==> config.mk <==
export PLATFORM = sky130hd
export DESIGN_NAME = proc_ctrl_fsm
export DESIGN_NICKNAME = d
export VERILOG_FILES = /design/src/rtl/proc_ctrl_fsm.sv
export SDC_FILE = /design/constraint.sdc
export NUM_CORES = 1
export LEC_CHECK = 0
export ABC_AREA = 1
export BUFFER_PORTS_ARGS = -buffer_cell sky130_fd_sc_hd__buf_2
export CAP_MARGIN = 15
export CORE_MARGIN = 3
export CORE_UTILIZATION = 48
export CTS_CLUSTER_SIZE = 25
export DETAILED_ROUTE_END_ITERATION = 10
export GPL_ROUTABILITY_DRIVEN = 0
export PLACE_DENSITY = 0.76
export SLEW_MARGIN = 20
export SYNTH_ARGS = -nofsm -noshare
export SYNTH_HDL_FRONTEND = slang
export SYNTH_SLANG_ARGS = --single-unit
==> constraint.sdc <==
create_clock -name clk -period 1.5 [get_ports clk]
set_input_delay 0.075 -clock clk [delete_from_list [all_inputs] [get_ports clk]]
set_output_delay 0.075 -clock clk [all_outputs]
set_load 0.02 [all_outputs]
==> src/rtl/proc_ctrl_fsm.sv <==
// proc_ctrl_fsm
// -------------
// Multi-cycle control sequencer for the 16-bit, 8-register processor
// datapath with RAM. Instructions are 9 bits, format III XXX YYY.
// Instructions are fetched from RAM at the address held in R7, which acts
// as the PC. The block then drives the datapath control strobes for each
// step of the instruction.
//
// Parameters:
//   RAM_LAT  RAM read latency in cycles, from the addr_in cycle until din
//            is valid. Legal values are 1..3.
//
// Ports:
//   clk      system clock; all state updates on the rising edge
//   rst      asynchronous, active-low reset
//   run      1 = execute instructions, 0 = stop after the current one
//   din      RAM read data (instruction or operand)
//   g_zero   1 when the ALU result register G is zero
//   ir       registered instruction register
//   r_in     one-hot register write enables R0..R7
//   r_out    one-hot register bus drive R0..R7
//   g_out    drive G onto the bus
//   din_out  drive RAM read data onto the bus
//   a_in     load ALU operand register A
//   g_in     load G from the ALU
//   add_sub  0 = add, 1 = subtract
//   addr_in  load the RAM address register from the bus
//   dout_in  load the RAM write-data register from the bus
//   incr_pc  increment R7
//   w        RAM write enable
//   done     high for one cycle, on the last step of each instruction
//   halted   (only with PROC_CTRL_HALT_EN) high while in HALT
//
// Optional feature:
//   Define PROC_CTRL_HALT_EN to turn opcode 111 into a halt. Only rst
//   leaves the HALT state. When the macro is undefined, 111 is a nop.
//
// Outputs are decoded combinationally from state, ir and g_zero only.
// As a result, they fall to zero as soon as rst is asserted.

module proc_ctrl_fsm #(
    parameter int RAM_LAT = 1
) (
    input  logic       clk,
    input  logic       rst,
    input  logic       run,
    input  logic [8:0] din,
    input  logic       g_zero,
    output logic [8:0] ir,
    output logic [7:0] r_in,
    output logic [7:0] r_out,
    output logic       g_out,
    output logic       din_out,
    output logic       a_in,
    output logic       g_in,
    output logic       add_sub,
    output logic       addr_in,
    output logic       dout_in,
    output logic       incr_pc,
    output logic       w,
    output logic       done
`ifdef PROC_CTRL_HALT_EN
    ,
    output logic       halted
`endif
);

    localparam int CW = $clog2(RAM_LAT + 1);
    // The reload value is the number of cycles still to wait after the
    // first one.
    localparam logic [CW-1:0] LAT_M1 = CW'(RAM_LAT - 1);

    localparam logic [2:0] OP_MV   = 3'b000;
    localparam logic [2:0] OP_MVI  = 3'b001;
    localparam logic [2:0] OP_ADD  = 3'b010;
    localparam logic [2:0] OP_SUB  = 3'b011;
    localparam logic [2:0] OP_LD   = 3'b100;
    localparam logic [2:0] OP_ST   = 3'b101;
    localparam logic [2:0] OP_MVNZ = 3'b110;
    localparam logic [2:0] OP_NOP  = 3'b111;

    typedef enum logic [2:0] {
        IDLE,
        F1,
        FW,
        F3,
        T1,
        T2,
        T3
`ifdef PROC_CTRL_HALT_EN
        ,
        HALT
`endif
    } state_t;

    state_t          state;
    state_t          after_done;
    logic [CW-1:0]   wait_cnt;
    logic [2:0]      op;
    logic [7:0]      x_oh;
    logic [7:0]      y_oh;
    logic            single_step;

    assign op   = ir[8:6];
    assign x_oh = 8'b1 << ir[5:3];
    assign y_oh = 8'b1 << ir[2:0];

    // mv, mvnz and nop finish in T1. Every other opcode runs T1..T3.
    assign single_step = (op == OP_MV) || (op == OP_MVNZ) || (op == OP_NOP);

    // run is sampled only here and in IDLE. A drop in run mid-instruction
    // therefore takes effect at the next instruction boundary.
    always_comb begin
        after_done = run ? F1 : IDLE;
`ifdef PROC_CTRL_HALT_EN
        if (op == OP_NOP)
            after_done = HALT;
`endif
    end

    always_ff @(posedge clk or negedge rst) begin
        if (!rst) begin
            state    <= IDLE;
            ir       <= '0;
            wait_cnt <= '0;
        end else begin
            case (state)
                IDLE: if (run) state <= F1;
                F1: begin
                    state    <= FW;
                    wait_cnt <= LAT_M1;
                end
                FW: begin
                    if (wait_cnt == '0) state <= F3;
                    else                wait_cnt <= wait_cnt - 1'b1;
                end
                F3: begin
                    ir    <= din;
                    state <= T1;
                end
                T1: begin
                    if (single_step) begin
                        state <= after_done;
                    end else begin
                        state    <= T2;
                        // Only the RAM-reading opcodes wait in T2. The
                        // others spend exactly one cycle there.
                        wait_cnt <= (op == OP_MVI || op == OP_LD) ? LAT_M1 : '0;
                    end
                end
                T2: begin
                    if (wait_cnt == '0) state <= T3;
                    else                wait_cnt <= wait_cnt - 1'b1;
                end
                T3: state <= after_done;
`ifdef PROC_CTRL_HALT_EN
                HALT: state <= HALT;
`endif
                default: state <= IDLE;
            endcase
        end
    end

    always_comb begin
        r_in    = '0;
        r_out   = '0;
        g_out   = 1'b0;
        din_out = 1'b0;
        a_in    = 1'b0;
        g_in    = 1'b0;
        add_sub = 1'b0;
        addr_in = 1'b0;
        dout_in = 1'b0;
        incr_pc = 1'b0;
        w       = 1'b0;
        done    = 1'b0;
        case (state)
            F1: begin
                r_out   = 8'h80;
                addr_in = 1'b1;
            end
            // wait_cnt still holds its reload value in the first wait cycle.
            FW: incr_pc = (wait_cnt == LAT_M1);
            T1: begin
                case (op)
                    OP_MV: begin
                        r_out = y_oh;
                        r_in  = x_oh;
                        done  = 1'b1;
                    end
                    OP_MVI: begin
                        r_out   = 8'h80;
                        addr_in = 1'b1;
                    end
                    OP_ADD, OP_SUB: begin
                        r_out = x_oh;
                        a_in  = 1'b1;
                    end
                    OP_LD, OP_ST: begin
                        r_out   = y_oh;
                        addr_in = 1'b1;
                    end
                    OP_MVNZ: begin
                        if (!g_zero) begin
                            r_out = y_oh;
                            r_in  = x_oh;
                        end
                        done = 1'b1;
                    end
                    default: done = 1'b1;
                endcase
            end
            T2: begin
                case (op)
                    OP_MVI: incr_pc = (wait_cnt == LAT_M1);
                    OP_ADD, OP_SUB: begin
                        r_out   = y_oh;
                        g_in    = 1'b1;
                        add_sub = (op == OP_SUB);
                    end
                    OP_ST: begin
                        r_out   = x_oh;
                        dout_in = 1'b1;
                    end
                    default: ;
                endcase
            end
            T3: begin
                case (op)
                    OP_MVI, OP_LD: begin
                        din_out = 1'b1;
                        r_in    = x_oh;
                    end
                    OP_ADD, OP_SUB: begin
                        g_out = 1'b1;
                        r_in  = x_oh;
                    end
                    OP_ST: w = 1'b1;
                    default: ;
                endcase
                done = 1'b1;
            end
            default: ;
        endcase
    end

`ifdef PROC_CTRL_HALT_EN
    assign halted = (state == HALT);
`endif

endmodule

; Yosys cells after proc, flatten, opt, wreduce, memory -nomap -nowiden
; Cells that the tools add are included.
[classes]
bitwise = 1
mux = 34
reduce_logical = 14
n_eq_ne = 17
n_shift = 2
n_addsub = 1
[op_table]
columns = op, n
row1 = case mux 8 bit (2 select lines), 3
row2 = case mux 8 bit (4 select lines), 1
row3 = 2-to-1 mux 8 bit, 3
row4 = case mux 8 bit (3 select lines), 1
row5 = "equality test 3 bit, second input constant", 7
row6 = case mux 3 bit (7 select lines), 1
row7 = 2-to-1 mux 1 bit, 17
row8 = "left shift 1 x 3 -> 8 bit, first input constant", 2
row9 = "equality test 3 x 2 -> 1 bit, second input constant", 4
row10 = 2-to-1 mux 3 bit, 4
row11 = "!= test 2 bit, second input constant", 4
row12 = "equality test 3 x 1 -> 1 bit, second input constant", 2
row13 = logical NOT 3 bit, 2
row14 = case mux 1 bit (2 select lines), 3
row15 = OR reduction 2 bit, 3
row16 = OR reduction 3 bit, 2
row17 = OR reduction 5 bit, 1
row18 = OR reduction 4 bit, 1
row19 = case mux 1 bit (3 select lines), 1
row20 = AND reduction 3 bit, 1
row21 = nonzero test 3 bit, 1
row22 = logical OR 1 bit, 2
row23 = AND reduction 2 bit, 1
row24 = NOT 1 bit, 1
row25 = "subtractor 1 bit, second input constant", 1
[word_totals]
output_inout_bits = 35
in_bits = 13
elab_cells = 72
regBits = 13

; Logic depth before layout (Yosys ltp)
; Gate-level depths: netlist of the first run.
[logic_depth]
depth_word = 5
depth_mapped = 8
mapped_depth_nobuf = 7

; Least setup slack after synthesis of the first run
; Ideal clock, no wire load.
[synth_timing]
path_kind = flip-flop to output port
startpoint = register ir[7]
endpoint = output add_sub
setup_slack_ns = -0.030
stages_incl_launch_ff = 4
path_buffers = 1
arrival_ns = 1.455
t_required_ns = 1.425
cell_sequence = dfrtp_1 > buf_2 > inv_2 > nor4_1
[synth_between]
elab_chain_cells = 4
word_cells_on_any_way = 5
classes_between = eq/ne (2) / mux (2) / reduce/logical (1)
[synth_rtl]
columns = item, line
row1 = start: declaration, 49  ; output logic [8:0] ir,
row2 = start signal: assignment, 138  ; ir <= din;
row3 = equality test 3 x 2 -> 1 bit (on tied branches), "214, 219"
row4 = OR reduction 2 bit, 214  ; case (op)
row5 = 2-to-1 mux 1 bit *, 214
row6 = 2-to-1 mux 1 bit *, 177  ; case (state)
row7 = end: declaration, 56  ; output logic add_sub,
; Every way passes the cells marked *; elsewhere a longest branch is shown, timed or not.

; Worst setup path after layout of the first run
[layout_timing]
startpoint = register ir[6]
endpoint = output r_out[7]
[layout_between]
elab_chain_cells = 4
word_cells_on_any_way = 12
classes_between = eq/ne (6) / mux (3) / reduce/logical (3)
[layout_rtl]
columns = item, line
row1 = equality test 3 bit (tied with other cells), 185  ; case (op)
row2 = OR reduction 3 bit (no line) or OR reduction 2 bit (tied branches), --
row3 = case mux 8 bit (4 select lines) or case mux 8 bit (2 select lines) (tied branches), "185, 214"
row4 = case mux 8 bit (3 select lines) *, 177
row5 = end: declaration, 51  ; output logic [7:0] r_out,
; Marked as above.

==> metrics.cfg, run 1 <==
[status]
outcome = finished, violations left
failed_checks = setup timing

[critical_path]
most_numerous_cell_on_the_critical_path = sky130_fd_sc_hd__nand2_1
worstReg2RegEnd = state[0]$_DFFE_PN0P_
worstPathMaxFanout = 8
r2r_setup_slack_ns = 0.21
path_cells = buf_12 -> o21ai_4 -> nand3_1 -> nand2_1 -> nand2_1 -> nand2_1 -> buf_4
criticalPathCategory = reg -> out
timing.reg2reg.worst_path_depth = 6
critical_path.n_buffers_inverters = 2
critical-path-top-delay-family = flip-flops
critical-path-slowest-cell = sky130_fd_sc_hd__dfrtp_2
regToRegStartpoint = state[0]$_DFFE_PN0P_
timing.critical_path.from_type = flop
cp_data_arrival_time_ns = 1.65
critical_path.max_stage_delay_ns = 0.47
worst_ep_required_time_ns = 1.42
setup.worst_path.end_class = output pin

[min_path]
hold_path_end = ir[7]$_DFFE_PN0P_
hold-path-cell-count = 3
worstHoldPathType = in -> reg
hold_path.startpoint = din[7]

[synthesis]
mappedNetlistArea_mm2 = 0.001180
instance_count_of_the_mapped_netlist = 201
yosys-top-cells-area = sky130_fd_sc_hd__dfrtp_1 25%, sky130_fd_sc_hd__nand2_1 18%, sky130_fd_sc_hd__nor2_1 10%
synth.largest_area_cell = sky130_fd_sc_hd__dfrtp_1
synth-seq-area-share_pct = 25.45
synth.ff_latch_count = 12
synthesis.area_per_instance_um2 = 5.870
synth.distinct_cells = 22
synth.net_count = 214
number_of_warnings_printed_during_yosys_synthesis = 0
synth.top_cell.area_share_pct = 25.45

[global_routing]
grt_pass1_wl_um = 6058
globalRouteTotalUtil_pct = 23.46
initial_antenna_violation_count = 0
largest_net_degree_at_the_start_of_global_routing = 20
vias_in_the_first_global_route = 1394
grt.overflow.total = 0

[detailed_routing]
antenna_left = 0
totalWireLength_um = 4564
routedWlPerCell_um = 15.21
via_per_inst = 5.607
drt_first_pass_iters = 4
residual_drc = 0
routed-via-count = 1682
initial_detailed_routing_violation_count = 101

[clock_tree]
largest_buffer_count_on_any_clock_path = 2
clkLatencyLatePin_ns = 0.27
cts_tree = built
clockRootBuffer = sky130_fd_sc_hd__clkbuf_4
ctsHtreeMaxLevel = 1
cts-buffers-inserted = 3
cts.sink_count = 12
clkSlewWorstSetupHoldPaths_ns = 0.06

[layout]
insertedDiodeCount = 0
multiInputGateArea_um2 = 888.4
ff_latch_area_um2 = 309.0
finish.cell_count_without_fillers = 300
layout-drive-gt1-share_pct = 46.69
fillerInstances = 146
area_added_between_synthesis_and_finish_pct = 61.40
final_nets = 287

[run]
max_cap_viol = 0

[die]
die_height_um = 55.58
ioPinCount = 48
placement_rows = 17
initial_core_util_pct = 51.84
die-width_um = 55.58
floorplan.core_area_mm2 = 0.002276
dieArea_mm2 = 0.003089

[placed_design]
hpwlAfterDp_um = 2636
dp.cells = 278
portBuffers = 47

[power]
power_w = 0.003831
p_per_area_mw_per_mm2 = 2012
irDropWorstVdd_mv = 1.606
cellLeakagePower_nw = 0.9885

[sta]
rsz0062_at_grt = yes
worst_clock_skew_ns = 0.002774
finalWorstPathRequiredPeriod_ns = 1.726
maxClockFrequency_mhz = 579.4
timing.final.hold_violations = 0
relative_max_transition_margin_pct = 75.04
fin_crit_sh_pct = 115.1
setup_ws_ns = -0.2260
slew_viols_final = 0
final_setup_violation_count = 23
transition_time_at_the_pin_with_the_least_slew_margin_ns = 0.3716

[layout by cell type (no fill, tap or decap), types with 2 or more instances in the layout]
cell and count:
sky130_fd_sc_hd__clkbuf_4 3, sky130_fd_sc_hd__nor2_1 27, sky130_fd_sc_hd__dfrtp_2 7, sky130_fd_sc_hd__nand2_2 6, sky130_fd_sc_hd__o21ai_4 2, sky130_fd_sc_hd__o21ai_1 3
sky130_fd_sc_hd__buf_2 25, sky130_fd_sc_hd__nand4_1 3, sky130_fd_sc_hd__inv_4 5, sky130_fd_sc_hd__nor2_2 3, sky130_fd_sc_hd__nand3_1 17, sky130_fd_sc_hd__nand2_1 53
sky130_fd_sc_hd__dfrtp_1 5, sky130_fd_sc_hd__nand3_4 4, sky130_fd_sc_hd__buf_4 37, sky130_fd_sc_hd__inv_1 18, sky130_fd_sc_hd__buf_6 7, sky130_fd_sc_hd__a21oi_1 12
sky130_fd_sc_hd__nand2_4 2, sky130_fd_sc_hd__o21ai_0 3, sky130_fd_sc_hd__inv_2 5, sky130_fd_sc_hd__nor2_4 5, sky130_fd_sc_hd__a21oi_2 7
[state kept, by name, indices dropped and copies added (netlist names)]
signal,cells
state,3
ir,9
[cells by family (layout without fill, tap and decap cells)]
logic type / after synthesis / after routing / synth area share [%]
AO/OA/AOI/OAI: 28 / 28 / 13.15
AND/OR/NAND/NOR: 128 / 128 / 50.37
buffers and inverters: 33 / 104 / 11.03
flip-flops: 12 / 12 / 25.45
[synthesized netlist by cell type]
cell and count:
sky130_fd_sc_hd__nor2_4 2, sky130_fd_sc_hd__inv_2 7, sky130_fd_sc_hd__nand2_2 5, sky130_fd_sc_hd__buf_2 2, sky130_fd_sc_hd__and2_1 1, sky130_fd_sc_hd__nor2_1 33
sky130_fd_sc_hd__nor3_1 2, sky130_fd_sc_hd__inv_1 22, sky130_fd_sc_hd__clkbuf_2 1, sky130_fd_sc_hd__nand3_1 18, sky130_fd_sc_hd__o21ai_2 1, sky130_fd_sc_hd__nor4_1 2
sky130_fd_sc_hd__nand2_1 57, sky130_fd_sc_hd__o21ai_4 1, sky130_fd_sc_hd__nor3_2 1, sky130_fd_sc_hd__nand3_2 2, sky130_fd_sc_hd__dfrtp_1 12, sky130_fd_sc_hd__o21ai_0 7
sky130_fd_sc_hd__nand3_4 2, sky130_fd_sc_hd__a21oi_1 19, sky130_fd_sc_hd__inv_4 1, sky130_fd_sc_hd__nand4_1 3
[layer usage]
metal	routed length (µm)	share of wire, %	global-route usage (%)	up-vias
li1	-	-	-	787
met2	2109	46	37.33	128
met5	0	0	0	-
met3	427	9.4	1.160	27
met1	1797	39	33.53	740
met4	230	5.0	8.681	0
[through the flow]
stage	utilization [%]	setup TNS [ns]	worst slack, ns	hold WS [ns]	instance area, µm²
6_report	83.67	-2.331	-0.2260	0.05086	1904
5_1_grt	83.67	-4.189	-0.2866	0.06109	1904
4_1_cts	76.53	-0.8034	-0.05787	0.04708	1742
3_5_place_dp	64.98	0	0.09034	-0.04317	1479
3_3_place_gp	64.98	0	0.08890	-0.04065	1479
2_1_floorplan	-	0	0.01403	-0.2206	1186
[final cells by class]
| class | instances | area share, % |
|---|---|---|
| inverter | 30 | 7.227 |
| timing repair buffer | 71 | 26.87 |
| sequential | 12 | 16.23 |
| multi-input combinational | 156 | 46.65 |
| clock buffer | 3 | 1.183 |
| tap | 28 | 1.840 |
[power by group]
group	internal (W)	leakage, nW	total, W	switching, W
Clock	0.0000927	0.0138	0.000183	0.0000902
Sequential	0.000503	0.130	0.000838	0.000335
Combinational	0.00104	0.845	0.00281	0.00177
[repair_timing]
item	CTS	global route
setup buffers	12	6
hold endpoints to repair	12	0
pin swaps	5	7
hold buffers	1	0
gates cloned	0	0
setup endpoints to repair	23	23
resized for setup	48	36
[worst min-delay path: cells and delay by family]
family          cells  cell delay [ns]
compound gates      1             0.09
buf+inv             1             0.08
simple gates        1             0.03
[worst max-delay path by stage]
stage,slack (ns),start,to,cells after the start
final,-0.23,ir[6]$_DFFE_PN0P_,r_out[7],7
after global routing,-0.29,ir[6]$_DFFE_PN0P_,r_out[7],7
after CTS,-0.06,ir[6]$_DFFE_PN0P_,r_in[7],6
after floorplan,0.01,ir[7]$_DFFE_PN0P_,done,6
after global placement,0.09,ir[8]$_DFFE_PN0P_,r_out[4],8
after detailed placement,0.09,ir[8]$_DFFE_PN0P_,r_out[4],8
Power figures use the tool's default switching activity.
==> run 2: changes to the inputs <==
==> constraint.sdc (replaced) <==
create_clock -name clk -period 1.61 [get_ports clk]
set_input_delay 0.0805 -clock clk [delete_from_list [all_inputs] [get_ports clk]]
set_output_delay 0.0805 -clock clk [all_outputs]
set_load 0.02 [all_outputs]
==> run 2 against run 1 <==
- die area stayed put
- the run still ends with setup timing left
- non-clock buffer count shrank 8
- total power decreased by 16%
- hold slack gained 0.0087 ns
- critical endpoint is now r_in[6]
- wire length decreased by 15%
- core utilization is 4.9 points lower
- critical path type unchanged
==> metrics.cfg, run 2 (synthesis gave the netlist of run 1 again) <==
[global_routing]
largest_net_degree_at_the_start_of_global_routing = 20  ; unchanged
grt.overflow.total = 0  ; unchanged
vias_in_the_first_global_route = 1287  ; -7.7%
initial_antenna_violation_count = 0  ; unchanged
grt_pass1_wl_um = 5816  ; -4.0%
globalRouteTotalUtil_pct = 22.77  ; -0.69 points

[clock_tree]
clkSlewWorstSetupHoldPaths_ns = 0.07  ; about the same
largest_buffer_count_on_any_clock_path = 2  ; unchanged
clockRootBuffer = sky130_fd_sc_hd__clkbuf_4
cts_tree = built
cts.sink_count = 12  ; unchanged
clkLatencyLatePin_ns = 0.26  ; about the same
cts-buffers-inserted = 3  ; unchanged
ctsHtreeMaxLevel = 1  ; unchanged

[run]
max_cap_viol = 0  ; unchanged

[sta]
transition_time_at_the_pin_with_the_least_slew_margin_ns = 0.4000  ; +0.02844 ns
finalWorstPathRequiredPeriod_ns = 1.695
final_setup_violation_count = 10  ; -57%
maxClockFrequency_mhz = 589.9
fin_crit_sh_pct = 105.3
setup_ws_ns = -0.08509  ; +0.1410 ns
rsz0062_at_grt = yes
relative_max_transition_margin_pct = 73.13  ; -1.9 points
worst_clock_skew_ns = 0.003251  ; +0.0004772 ns
slew_viols_final = 0  ; unchanged
timing.final.hold_violations = 0  ; unchanged

[critical_path]
cp_data_arrival_time_ns = 1.61  ; -0.04 ns
timing.reg2reg.worst_path_depth = 6  ; unchanged
most_numerous_cell_on_the_critical_path = sky130_fd_sc_hd__nand2_1
setup.worst_path.end_class = output pin
endpoint = r_in[6]
critical_path.max_stage_delay_ns = 0.50  ; +0.03 ns
worstReg2RegEnd = state[0]$_DFFE_PN0P_
path_cells = nor2_2 -> nand2_1 -> nand2_1 -> nand2_4 -> a21oi_2 -> buf_4
worst_ep_required_time_ns = 1.53  ; +0.11 ns
critical-path-slowest-cell = sky130_fd_sc_hd__dfrtp_2
worst_setup_path_startpoint = ir[7]$_DFFE_PN0P_
r2r_setup_slack_ns = 0.33  ; +0.12 ns
worstPathMaxFanout = 8  ; unchanged
timing.critical_path.from_type = flop
criticalPathCategory = reg -> out
regToRegStartpoint = state[0]$_DFFE_PN0P_

[detailed_routing]
antenna_left = 0  ; unchanged
drt_first_pass_iters = 4  ; unchanged
initial_detailed_routing_violation_count = 66  ; -35%
routed-via-count = 1533  ; -8.9%
totalWireLength_um = 3874  ; -15%
via_per_inst = 5.232  ; -6.7%
routedWlPerCell_um = 13.22  ; -13%
residual_drc = 0  ; unchanged

[power]
power_w = 0.003200  ; -16%
power.combinational.fraction_pct = 69.3  ; -4.1 points
netSwitchingFraction_pct = 57.88  ; +0.49 points
cell_internal_pwr_w = 0.001348  ; -17%
p_per_area_mw_per_mm2 = 1786  ; -11%
power_frac_seq_pct = 25.3  ; +3.4 points
total_switching_power_w = 0.001852  ; -16%
irDropWorstVdd_mv = 1.490  ; -7.2%
cellLeakagePower_nw = 0.9400  ; -4.9%
power.clock.fraction_pct = 5.4  ; +0.6 points

[layout]
most-common-layout-cells = 53 x sky130_fd_sc_hd__nand2_1, 30 x sky130_fd_sc_hd__buf_2, 28 x sky130_fd_sc_hd__nor2_1, 23 x sky130_fd_sc_hd__buf_4, 19 x sky130_fd_sc_hd__inv_1
fillerInstances = 163  ; +12%
insertedDiodeCount = 0  ; unchanged
layout-drive-gt1-share_pct = 44.91  ; -1.8 points
final_nets = 280  ; -2.4%
stdcell_area_mm2 = 0.001792  ; -5.9%
area_added_between_synthesis_and_finish_pct = 51.86
largest_register_ff_count = 9  ; unchanged
utilization_pct = 78.72  ; -4.9 points
biggest_registers_after_layout = ir: 9 flops, state: 3 flops
final_common_cell = sky130_fd_sc_hd__nand2_1
top_register = ir

[min_path]
worstHoldPathType = in -> reg
hold-path-cell-count = 3  ; unchanged

[placed_design]
placement_stage_worst_setup_slack_ns = 0.1946  ; +0.1042 ns
detailed_place.area_mm2 = 0.001450  ; -1.9%
portBuffers = 47  ; unchanged
hpwlAfterDp_um = 2548  ; -3.3%

[die]
ioPinCount = 48  ; unchanged
placement_rows = 17  ; unchanged
die_height_um = 55.58  ; unchanged
initial_core_util_pct = 51.84  ; unchanged
die-width_um = 55.58  ; unchanged
dieArea_mm2 = 0.003089  ; unchanged
floorplan.core_area_mm2 = 0.002276  ; unchanged

[status]
outcome = finished, violations left
failed_checks = setup timing

## run 2: per-stage QoR
step	hold slack [ns]	instances	setup TNS, ns
final	0.05952	293	-0.6289
after global placement	-0.03623	275	0
after detailed placement	-0.03542	275	0
after CTS	0.05292	288	0
after global routing	0.06879	293	-1.696
after floorplan	-0.2151	201	0
## run 2: worst min path at each step
stage,startpoint,to,slack [ns]
after global placement,rst,ir[5]$_DFFE_PN0P_,-0.04
after floorplan,rst,ir[0]$_DFFE_PN0P_,-0.22
after CTS,din[6],ir[6]$_DFFE_PN0P_,0.05
after detailed placement,rst,ir[5]$_DFFE_PN0P_,-0.04
final,din[6],ir[6]$_DFFE_PN0P_,0.06
after global routing,din[0],ir[0]$_DFFE_PN0P_,0.07
## run 2: layout make-up
cell class / count / area, µm² / share of cell area [%]
sequential: 12 / 310.3 / 17.32
multi-input combinational: 156 / 854.6 / 47.70
inverter: 30 / 127.6 / 7.123
timing repair buffer: 63 / 434.2 / 24.23
timing repair inverter: 1 / 7.507 / 0.4190
tap: 28 / 35.03 / 1.955
clock buffer: 3 / 22.52 / 1.257
## run 2: power by group through the flow
stage               Clock (W)  Sequential (W)  Combinational, W
global placement            0        0.000749           0.00166
finish               0.000171        0.000810           0.00222
CTS                  0.000182        0.000787           0.00188
global route         0.000194        0.000841           0.00242
floorplan                   0        0.000792           0.00114
detailed placement          0        0.000757           0.00165
## run 2: critical path, delay by kind of cell, from the launching register on
kind	cells	cell delay, ns
DFF	1	0.50
and+or+nand+nor	4	0.53
buffers and inverters	1	0.15
AOI/OAI and AO/OA	1	0.17
## run 2: repair_timing
action,4_1_cts,5_1_grt
resized for setup,19,50
setup endpoints to repair,16,18
endpoints found under the hold margin,12,0
pin swaps,1,6
gates cloned,1,0
buffers inserted,8,5
hold buffers,1,0
## run 2: per-layer routing
metal | share of wire (%) | global-route usage, % | wire (µm)
met1 | 44 | 33.62 | 1719
met2 | 48 | 34.29 | 1845
met3 | 6.9 | 1.856 | 269
met4 | 0.98 | 8.681 | 38
met5 | 0 | 0 | 0
==> run 3: changes to the inputs <==
--- a/config.mk
+++ b/config.mk
@@ -8,7 +8,6 @@
 export ABC_AREA = 1
 export BUFFER_PORTS_ARGS = -buffer_cell sky130_fd_sc_hd__buf_2
 export CAP_MARGIN = 15
-export CORE_MARGIN = 3
 export CORE_UTILIZATION = 48
 export CTS_CLUSTER_SIZE = 25
 export DETAILED_ROUTE_END_ITERATION = 10
==> run 3 against run 2 <==
- the flow still finishes with violations (setup timing)
- largest cell class unchanged
- largest power group unchanged
- first-iteration DRC count is 35% lower
- via count fell by 3.5%
- highest routed layer unchanged
- fmax grew 2.7%
- total power down 5.7%
- wire length decreased by 11%
- final cell count fell by 2.7%
- critical path type unchanged
==> metrics.cfg, run 3 (synthesis gave the netlist of run 1 again) <==
[status]
outcome = finished, violations left
failed_checks = setup timing

[placed_design]
hpwlAfterDp_um = 2521  ; -1.1%
portBuffers = 47  ; unchanged
detailed_place.area_mm2 = 0.001450  ; unchanged

[power]
p_per_area_mw_per_mm2 = 1767  ; -1.0%
total_switching_power_w = 0.001762  ; -4.8%
power.clock.fraction_pct = 5.6  ; +0.2 points
cell_internal_pwr_w = 0.001254  ; -7.0%
netSwitchingFraction_pct = 58.43  ; +0.55 points
power_frac_seq_pct = 27.7  ; +2.4 points
power.combinational.fraction_pct = 66.7  ; -2.6 points
irDropWorstVdd_mv = 1.608  ; +7.9%
cellLeakagePower_nw = 0.9070  ; -3.5%

[clock_tree]
clkLatencyLatePin_ns = 0.27  ; about the same
largest_buffer_count_on_any_clock_path = 2  ; unchanged
clkSlewWorstSetupHoldPaths_ns = 0.06  ; about the same
cts_tree = built
cts.sink_count = 12  ; unchanged
clockRootBuffer = sky130_fd_sc_hd__clkbuf_4
cts-buffers-inserted = 3  ; unchanged
ctsHtreeMaxLevel = 1  ; unchanged

[min_path]
hold_path.startpoint = din[6]
hold-path-cell-count = 3  ; unchanged
hold_path_end = ir[6]$_DFFE_PN0P_
worstHoldPathType = in -> reg

[critical_path]
worstReg2RegEnd = state[2]$_DFFE_PN0P_
path_cells = o21ai_4 -> buf_4 -> nand3_1 -> nand2_1 -> nand2_1 -> nand2_1 -> buf_4
cp_data_arrival_time_ns = 1.57  ; -0.04 ns
regToRegStartpoint = ir[7]$_DFFE_PN0P_
worstPathMaxFanout = 8  ; unchanged
timing.reg2reg.worst_path_depth = 6  ; unchanged
setup.worst_path.end_class = output pin
r2r_setup_slack_ns = 0.45  ; +0.12 ns
critical_path.max_stage_delay_ns = 0.51  ; about the same
critical_path.n_buffers_inverters = 2  ; +1
timing.critical_path.from_type = flop
critical-path-top-delay-family = flip-flops
worst_ep_required_time_ns = 1.53  ; about the same
critical-path-slowest-cell = sky130_fd_sc_hd__dfrtp_2
most_numerous_cell_on_the_critical_path = sky130_fd_sc_hd__nand2_1
criticalPathCategory = reg -> out

[global_routing]
initial_antenna_violation_count = 0  ; unchanged
grt_pass1_wl_um = 5506  ; -5.3%
largest_net_degree_at_the_start_of_global_routing = 20  ; unchanged
grt.overflow.total = 0  ; unchanged
globalRouteTotalUtil_pct = 27.27  ; +4.5 points
vias_in_the_first_global_route = 1284  ; -0.23%

[sta]
final_setup_violation_count = 9  ; -1
setup_ws_ns = -0.04123  ; +0.04386 ns
timing.final.hold_violations = 0  ; unchanged
finalWorstPathRequiredPeriod_ns = 1.651  ; -0.04386 ns
slew_viols_final = 0  ; unchanged
rsz0062_at_grt = yes
maxClockFrequency_mhz = 605.6  ; +2.7%
relative_max_transition_margin_pct = 75.33  ; +2.2 points
worst_clock_skew_ns = 0.003541  ; +0.0002895 ns
transition_time_at_the_pin_with_the_least_slew_margin_ns = 0.3673  ; -0.03278 ns
fin_crit_sh_pct = 102.6  ; -2.7 points

[die]
die-width_um = 51.58  ; -7.2%
die_height_um = 51.58  ; -7.2%
initial_core_util_pct = 52.33  ; +0.49 points
placement_rows = 17  ; unchanged
dieArea_mm2 = 0.002661  ; -14%
ioPinCount = 48  ; unchanged
floorplan.core_area_mm2 = 0.002255  ; -0.93%

[detailed_routing]
routed-via-count = 1479  ; -3.5%
totalWireLength_um = 3437  ; -11%
antenna_left = 0  ; unchanged
via_per_inst = 5.189  ; -0.81%
drt_first_pass_iters = 4  ; unchanged
initial_detailed_routing_violation_count = 43  ; -35%
residual_drc = 0  ; unchanged
routedWlPerCell_um = 12.06  ; -8.8%

[layout]
top_register = ir
final_common_cell = sky130_fd_sc_hd__nand2_1
insertedDiodeCount = 0  ; unchanged
largest_register_ff_count = 9  ; unchanged
area_added_between_synthesis_and_finish_pct = 44.64
most-common-layout-cells = 56 x sky130_fd_sc_hd__nand2_1, 30 x sky130_fd_sc_hd__nor2_1, 29 x sky130_fd_sc_hd__buf_2, 21 x sky130_fd_sc_hd__inv_1, 19 x sky130_fd_sc_hd__buf_4
final_nets = 272  ; -2.9%
layout-drive-gt1-share_pct = 38.91  ; -6.0 points
biggest_registers_after_layout = ir: 9 flops, state: 3 flops
utilization_pct = 75.69  ; -3.0 points
stdcell_area_mm2 = 0.001707  ; -4.7%

[run]
max_cap_viol = 0  ; unchanged

## run 3: layout make-up
cell class | count | area [µm²]
Clock buffer | 3 | 22.52
Sequential cell | 12 | 310.3
Multi-Input combinational cell | 156 | 825.8
Timing Repair Buffer | 56 | 385.4
Tap cell | 28 | 35.03
Fill cell | 184 | 548.0
Inverter | 30 | 127.6
## run 3: power groups by stage
stage | Combinational [W] | Clock, W | Sequential, W
2_1_floorplan | 0.00114 | 0 | 0.000792
5_1_grt | 0.00220 | 0.000201 | 0.000865
3_5_place_dp | 0.00165 | 0 | 0.000767
3_3_place_gp | 0.00166 | 0 | 0.000757
6_report | 0.00201 | 0.000169 | 0.000835
4_1_cts | 0.00181 | 0.000173 | 0.000789
## run 3: timing repair
item,CTS,global route
setup buffers,4,2
endpoints found under the hold margin,12,0
endpoints found under the setup margin,16,18
pin swaps,1,3
resized for setup,11,45
hold buffers,1,0
cloned,0,0
## run 3: worst max path at each step
stage	cells past startpoint	startpoint	to
6_report	7	ir[7]$_DFFE_PN0P_	r_out[0]
4_1_cts	8	ir[7]$_DFFE_PN0P_	r_out[1]
2_1_floorplan	3	ir[7]$_DFFE_PN0P_	add_sub
3_5_place_dp	8	ir[7]$_DFFE_PN0P_	r_out[1]
3_3_place_gp	8	ir[8]$_DFFE_PN0P_	r_out[4]
5_1_grt	7	ir[7]$_DFFE_PN0P_	r_in[2]
## run 3: worst reg2reg max path, cell delays in order (launching register included)
cell	delay, ns
sky130_fd_sc_hd__dfrtp_2	0.51
sky130_fd_sc_hd__nor2_4	0.15
sky130_fd_sc_hd__nand2_1	0.08
sky130_fd_sc_hd__nand2_1	0.08
sky130_fd_sc_hd__inv_1	0.06
sky130_fd_sc_hd__nand2_1	0.09
sky130_fd_sc_hd__nand3_1	0.07
## run 3: layer usage
metal | share of wire, % | wire, µm | vias up | track usage, %
met5 | 0 | 0 | - | 0
met4 | 1.8 | 62 | 0 | 9.459
met3 | 5.3 | 183 | 7 | 0.8772
met2 | 44 | 1508 | 61 | 44.16
met1 | 49 | 1681 | 658 | 38.80
li1 | - | - | 753 | -
## run 3: metrics by stage
| step | setup slack, ns | instances | power, W | setup TNS, ns | hold slack [ns] |
|---|---|---|---|---|---|
| finish | -0.04123 | 285 | 0.003016 | -0.1497 | 0.05816 |
| global route | -0.1316 | 285 | 0.003262 | -1.876 | 0.05557 |
| CTS | -0.02665 | 283 | 0.002771 | -0.1216 | 0.06027 |
| detailed placement | 0.1744 | 275 | 0.002420 | 0 | -0.03925 |
| global placement | 0.2175 | 275 | 0.002416 | 0 | -0.03872 |
| floorplan | 0.07476 | 201 | 0.001929 | 0 | -0.2151 |
